## src/rtl/arb4_pkg.sv

```systemverilog
// arb4_pkg: shared state, index type and requester count for the 4-way arbiter
package arb4_pkg;
    localparam int NUM_REQ = 4;
    typedef enum logic [0:0] {EMPTY = 1'b0, FULL = 1'b1} state_t;
    typedef logic [1:0] req_idx_t;
endpackage

```

## src/rtl/mux4.sv

```systemverilog
// mux4: 4-to-1 data select of N-bit words
module mux4
    import arb4_pkg::*;
#(
    parameter int N = 4
) (
    input  logic [N-1:0] d0,
    input  logic [N-1:0] d1,
    input  logic [N-1:0] d2,
    input  logic [N-1:0] d3,
    input  req_idx_t     sel,
    output logic [N-1:0] y
);
    assign y = sel[1] ? (sel[0] ? d3 : d2) : (sel[0] ? d1 : d0);
endmodule

```

## src/rtl/arb4_sched.sv

```systemverilog
// arb4_sched: 4-requester round-robin arbiter into a one-word output register; optional grant_cnt via ARB4_GRANT_CNT_EN
module arb4_sched
    import arb4_pkg::*;
#(
    parameter int N = 4
) (
    input  logic         clk,
    input  logic         rst_n,
    input  logic [3:0]   in_valid,
    input  logic [N-1:0] in0,
    input  logic [N-1:0] in1,
    input  logic [N-1:0] in2,
    input  logic [N-1:0] in3,
    output logic [3:0]   in_ready,
    output logic         out_valid,
    output logic [N-1:0] out_data,
    input  logic         out_ready,
    output logic [1:0]   grant_id
`ifdef ARB4_GRANT_CNT_EN
    ,
    output logic [NUM_REQ-1:0][7:0] grant_cnt
`endif
);
    state_t       state;
    req_idx_t     last_grant, sel, off;
    logic [3:0]   rot;
    logic         slot_free, take;
    logic [N-1:0] mux_out;
    assign slot_free = (state == EMPTY) || out_ready;
    assign take      = slot_free && (|in_valid);
    // rotate so bit 0 is the requester right after last_grant; first set bit wins
    assign rot = 4'({in_valid, in_valid} >> (last_grant + 2'd1));
    assign off = rot[0] ? 2'd0 : rot[1] ? 2'd1 : rot[2] ? 2'd2 : 2'd3;
    assign sel = last_grant + 2'd1 + off;
    assign in_ready  = (rst_n && take) ? (4'b0001 << sel) : 4'b0000;
    assign out_valid = (state == FULL);
    mux4 #(.N(N)) u_mux (
        .d0 (in0),
        .d1 (in1),
        .d2 (in2),
        .d3 (in3),
        .sel(sel),
        .y  (mux_out)
    );
    always_ff @(posedge clk or negedge rst_n) begin
        if (!rst_n) begin
            state      <= EMPTY;
            out_data   <= '0;
            grant_id   <= 2'd0;
            last_grant <= 2'd3;
        end else if (take) begin
            state      <= FULL;
            out_data   <= mux_out;
            grant_id   <= sel;
            last_grant <= sel;
        end else if (out_ready) begin
            state <= EMPTY;
        end
    end
`ifdef ARB4_GRANT_CNT_EN
    always_ff @(posedge clk or negedge rst_n) begin
        if (!rst_n) begin
            grant_cnt <= '0;
        end else begin
            for (int i = 0; i < NUM_REQ; i++)
                if (in_ready[i]) grant_cnt[i] <= grant_cnt[i] + 8'd1;
        end
    end
`endif
endmodule

```

## config.mk

```make
export PLATFORM = sky130hd
export DESIGN_NAME = arb4_sched
export DESIGN_NICKNAME = d
export VERILOG_FILES = /design/src/rtl/arb4_pkg.sv /design/src/rtl/mux4.sv /design/src/rtl/arb4_sched.sv
export SDC_FILE = /design/constraint.sdc
export NUM_CORES = 1
export LEC_CHECK = 0
export BUFFER_PORTS_ARGS = -buffer_cell sky130_fd_sc_hd__buf_2
export CORE_ASPECT_RATIO = 0.75
export CORE_MARGIN = 10
export CORE_UTILIZATION = 35
export CTS_CLUSTER_DIAMETER = 120
export DETAILED_ROUTE_END_ITERATION = 6
export GPL_TIMING_DRIVEN = 0
export PLACE_DENSITY = 0.68
export SKIP_CTS_REPAIR_TIMING = 1
export SLEW_MARGIN = 20
export SYNTH_ARGS = -nofsm -noshare
export SYNTH_HDL_FRONTEND = slang
export SYNTH_SLANG_ARGS = --single-unit
```

## constraint.sdc

```tcl
create_clock -name clk -period 2.97 [get_ports clk]
set_clock_uncertainty 0.05 [all_clocks]
set_input_delay 0.4455 -clock clk [delete_from_list [all_inputs] [get_ports clk]]
set_output_delay 0.4455 -clock clk [all_outputs]
set_load 0.02 [all_outputs]
```

==> run metrics, run 1 <==
hold wc startpoint out_ready; WL final 2086 µm; most frequent CP cell buf_6; # setup viols final 0; syn avg cell area 8.728 µm²; leakage 0.0004441 µW; DRT iter0 DRCs 18; core footprint 0.001822 mm²; Gate Count Post-Synth 81; area occupied by multi-input gates 451.7 µm²; Reg-to-Reg Start last_grant[1]; delay-heaviest family, CP simple AND/OR/NAND/NOR gates; Die Width 71.90 µm; Synth Cell Area 706.9 µm²; Worst setup SP type register; CTS sink count 9; Crit Path Max Fanout 9; chip height 58.92 µm; Reg area 227.7 µm²; Detailed Place HPWL 1671 µm; vias per inst 5.245; Synth cell types 26; PortBufs 33; clk root buf clkbuf_4; Synthesis Warnings 0; global-route wire length before repair 3201 µm; worst vdd ir 519.2 µV; CTS tree built; Clock transition at path regs 60 ps; GR Overflow Total 0; sequential-to-total area share from yosys stat 32.21%; Hold Fails Final Rpt 0; f_max 352.5 MHz; via count 750; Syn Nets 105; CP cell instances buf_6 -> or3b_1 -> a32o_2 -> and3_4 -> buf_6 -> nor4_1 -> buf_2; H-tree levels 1; largest net degree at the start of global routing 12; dpl ws 247.9 ps; Clock Path Buffers 2; All-Layer GR Usage 9.396%; Reg2Reg Setup Slack 600 ps; I/O pin total 34; Std-Cell Rows 13; DRC errors left 0; Clock Latency Late Sink 260 ps; Crit. End Element output pin; Tcrit/Tclk final 95.53%; Fillers 190; CP Launch Point last_grant[1]; die area 0.004236 mm²; run status complete, no violations; Final Net Count 146; synthesized flop and latch total 9; TritonCTS buffer count 3; GP Congestion 0.7747; max_slew headroom 67.84%; worst hold path class primary input to register; layout cells sized above 1 44.63%; Syn-to-layout area delta 37.35%; Buffers & Inverters on Critical Path 3; Critical Path Max Stage Delay 520 ps; routed length per placed instance 14.59 µm; fin worst setup slack 132.7 ps; max cap viols 0; CP max stage cell dfstp_2; Routed Antenna Nets 0; initial core utilization 38.80%; critical path class register to output pin; total inserted antenna cells 0; min Tclk post-route 2837 ps; PD cells 1165 mW/mm²; WP data required 2470 ps; Final Max Slew Viols 0; Final TNS setup 0 ps; vias in the first global route 739; initial antenna violation count 0; RSZ-0062 raised after global routing false; drt first pass iters 4; pin slew with the least headroom to its limit 482.3 ps; Arr. time, crit path 2340 ps
-- cells in the final DEF (no fill, tap or decap), types with 4 or more instances in the layout --
| cell type | Yosys | layout |
|---|---|---|
| dfrtp_1 | 7 | 7 |
| nor2b_1 | 8 | 8 |
| a221oi_1 | 4 | 4 |
| nand2_1 | 15 | 15 |
| o31ai_1 | 4 | 4 |
| clkbuf_4 | 0 | 4 |
| a21oi_1 | 5 | 4 |
| buf_2 | 0 | 32 |
-- area by class of cell --
class                   instances  share of cell area, %
multi-input cells              65                  46.52
flip-flops and latches          9                  23.45
repair buffers                 36                  19.85
plain buffers                   5                  3.866
well taps                      22                  2.835
clock buffers                   4                  2.706
inverters                       2                 0.7732
-- Yosys cell counts (all sizes together) --
cell / number / share of area, %
a2111oi: 4 / 10
a21o: 2 / 2.1
a21oi: 6 / 5.8
a221oi: 4 / 5.0
a32o: 1 / 1.6
and3: 1 / 1.6
buf: 2 / 3.2
clkbuf: 3 / 1.6
dfrtp: 7 / 25
dfstp: 2 / 7.4
ha: 1 / 1.8
inv: 2 / 1.1
nand2: 15 / 8.0
nand2b: 1 / 0.89
nand3: 2 / 1.4
nor2: 4 / 2.1
nor2b: 8 / 7.1
nor3: 2 / 1.4
nor4: 2 / 1.8
o21ai: 5 / 3.5
o31ai: 4 / 4.2
or3: 1 / 0.89
or3b: 1 / 1.2
xor2: 1 / 1.2
-- where the power goes --
part	total, µW	internal [µW]	switching, µW
Combinational	820	343	477
Clock	94.5	51.8	42.7
Sequential	217	189	28.2
-- metrics by stage --
stage | cells | cell area, µm² | power, µW | hold WS, ps | utilization (%)
after floorplan | 81 | 706.9 | 797.5 | 99.91 | -
after global placement | 136 | 899.6 | 954.5 | 266.9 | 49.38
after global routing | 143 | 970.9 | 1230 | 405.5 | 53.30
after detailed placement | 136 | 899.6 | 969.8 | 273.5 | 49.38
final | 143 | 970.9 | 1131 | 401.6 | 53.30
after CTS | 140 | 925.9 | 1069 | -7.626 | 50.82
-- registers in the layout (all words and copies together) (netlist names) --
register,cells
out_data,4
out_valid,1
grant_id,2
last_grant,2
-- worst register-to-register path, delay by kind of cell, from the launching register on --
| kind | cells | cell delay (ps) |
|---|---|---|
| fa+ha+maj | 1 | 320 |
| flops | 1 | 520 |
| buf+inv | 2 | 510 |
| simple gates | 3 | 270 |
| compound gates | 4 | 600 |
-- kinds of logic (layout without fill, tap and decap cells) --
family                   after synthesis  in the layout  synth area share (%)
AO/OA/AOI/OAI                         26             26                 32.56
XOR/XNOR                               1              1                 1.239
AND/OR/NAND/NOR                       37             37                 26.37
flip-flops                             9              9                 32.21
buffers and inverters                  7             47                 5.841
adder cells (fa/ha/maj)                1              1                 1.770
-- routing by layer --
metal	global-route usage [%]	vias up	part of all wire [%]
met1	10.87	338	48
met5	0	-	0
met4	0.8264	0	0
met3	6.198	0	11
met2	14.70	30	40
li1	-	382	-
-- final timing paths --
path | endpoint | depth (start not counted)
min | out_valid | 4
min reg2reg | out_data[2] | 2
max | in_ready[0] | 7
max in group asynchronous | last_grant[0] | 2
max reg2reg | out_data[2] | 10
min in group asynchronous | grant_id[0] | 2
(Power assumes the default switching activity.)
==> inputs of run 2 (changes only) <==
--- a/config.mk
+++ b/config.mk
@@ -5,8 +5,7 @@
 export SDC_FILE = /design/constraint.sdc
 export NUM_CORES = 1
 export LEC_CHECK = 0
-export BUFFER_PORTS_ARGS = -buffer_cell sky130_fd_sc_hd__buf_2
-export CORE_ASPECT_RATIO = 0.75
+export BUFFER_PORTS_ARGS = -buffer_cell sky130_fd_sc_hd__buf_4
 export CORE_MARGIN = 10
 export CORE_UTILIZATION = 35
 export CTS_CLUSTER_DIAMETER = 120
==> run metrics, run 2 (same netlist as run 1, synthesis figures left out) <==
run status complete, no violations; Hold Fails Final Rpt 0 (unchanged); max_slew headroom 66.68% (-1.2 points); I/O pin total 34 (unchanged); initial core utilization 36.40% (-2.4 points); Arr. time, crit path 2310 ps (-30 ps); Crit. End Element output pin; Final Net Count 149 (+2.1%); fin worst setup slack 162.9 ps (+30.20 ps); chip height 64.94 µm (+10%); leakage 0.0004838 µW (+8.9%); Non-Filler Instances 151 (+5.6%); Clock Path Buffers 2 (unchanged); Std-Cell Rows 16 (+3); critical path class register to output pin; min Tclk post-route 2807 ps (-30.20 ps); f_max 356.2 MHz (+1.1%); dpl ws 285.9 ps (+37.98 ps); max cap viols 0 (unchanged); commonest non-fill, non-tap cell in the layout buf_4; Die Width 64.94 µm (-9.7%); routed length per placed instance 13.99 µm (-4.1%); CTS tree built; worst vdd ir 571.9 µV (+10%); WL final 2113 µm (+1.3%); # setup viols final 0 (unchanged); layout cells sized above 1 44.35% (-0.27 points); All-Layer GR Usage 10.17% (+0.77 points); Clock transition at path regs 60 ps (about the same); PortBufs 33 (unchanged); core footprint 0.001942 mm² (+6.6%); H-tree levels 1 (unchanged); WP data required 2470 ps (about the same); RSZ-0062 raised after global routing false; design area 0.001071 mm² (+10%); Routed Antenna Nets 0 (unchanged); CTS sink count 9 (unchanged); most frequent cells in the layout buf_4 (38), nand2_1 (15), nor2b_1 (8); final core utilization 55.15% (+1.9 points); die area 0.004217 mm² (-0.44%); TritonCTS buffer count 3 (unchanged); Crit Path Max Fanout 9 (unchanged); Final TNS setup 0 ps (unchanged); pin slew with the least headroom to its limit 499.8 ps (+17.46 ps); Placed Instances 141 (+3.7%); Syn-to-layout area delta 51.50%; drt first pass iters 4 (unchanged); total inserted antenna cells 0 (unchanged); Final Max Slew Viols 0 (unchanged); Detailed Place HPWL 1733 µm (+3.7%); top flop regs out_data x4, grant_id x2, last_grant x2; GP Congestion 0.7396 (-4.5%); Worst setup SP type register; GR Overflow Total 0 (unchanged); worst hold path class primary input to register; vias per inst 4.940 (-5.8%); via count 746 (-0.53%); Tcrit/Tclk final 94.51% (-1.0 points); Area after DPL 988.4 µm² (+9.9%); Largest register FFs 4 (unchanged); global-route wire length before repair 3470 µm (+8.4%); Clock Latency Late Sink 260 ps (about the same); PD cells 1119 mW/mm² (-4.0%); Most flops, register out_data; largest net degree at the start of global routing 12 (unchanged); DRT iter0 DRCs 35 (+17); vias in the first global route 738 (-0.14%); initial antenna violation count 0 (unchanged); clk root buf clkbuf_4; DRC errors left 0 (unchanged)
==> run 2: per-stage QoR <==
step / hold slack (ps) / power [µW]
6_report: 400.6 / 1198
5_1_grt: 419.2 / 1313
4_1_cts: -50.48 / 1120
3_5_place_dp: 230.3 / 1024
3_3_place_gp: 229.9 / 1004
2_1_floorplan: 99.91 / 797.5
==> run 2: power by group <==
part	total, µW	switching, µW	internal [µW]
registers	224	34.7	189
logic	879	473	405
clock network	95.0	43.1	51.8
total	1200	551	647
==> run 2: worst paths after layout <==
check	from	to	slack [ps]	cells after the start
hold reg to reg	out_data[2]	out_data[2]	430	2
setup / recovery	last_grant[1]	in_ready[0]	160	7
min in group asynchronous	rst_n	out_data[3]	510	2
hold / removal	in_valid[3]	out_valid	400	3
max in group asynchronous	rst_n	last_grant[1]	2140	2
setup reg to reg	last_grant[1]	out_data[2]	540	10
==> run 2: final cells by class <==
| cell class | instances | area, µm² |
|---|---|---|
| plain buffers | 5 | 37.54 |
| clock buffers | 4 | 26.28 |
| fillers | 192 | 870.8 |
| inverters | 2 | 7.507 |
| multi-input cells | 65 | 442.9 |
| flip-flops and latches | 9 | 227.7 |
| well taps | 27 | 33.78 |
| repair buffers | 39 | 295.3 |
==> run 2: worst max-delay path: stages (launching register included) <==
cell and delay (ps):
dfstp_2 520, buf_6 120, or3b_1 350, a32o_2 310, and3_4 180, buf_6 140
nor4_1 250, buf_4 190
==> run 2: metal layers <==
| metal | routed length [µm] | global-route usage, % | vias up |
|---|---|---|---|
| met2 | 961 | 14.90 | 32 |
| met1 | 883 | 12.01 | 328 |
| met4 | 19 | 4.011 | 0 |
| met3 | 248 | 5.670 | 2 |
| met5 | 0 | 0 | - |
| li1 | - | - | 384 |
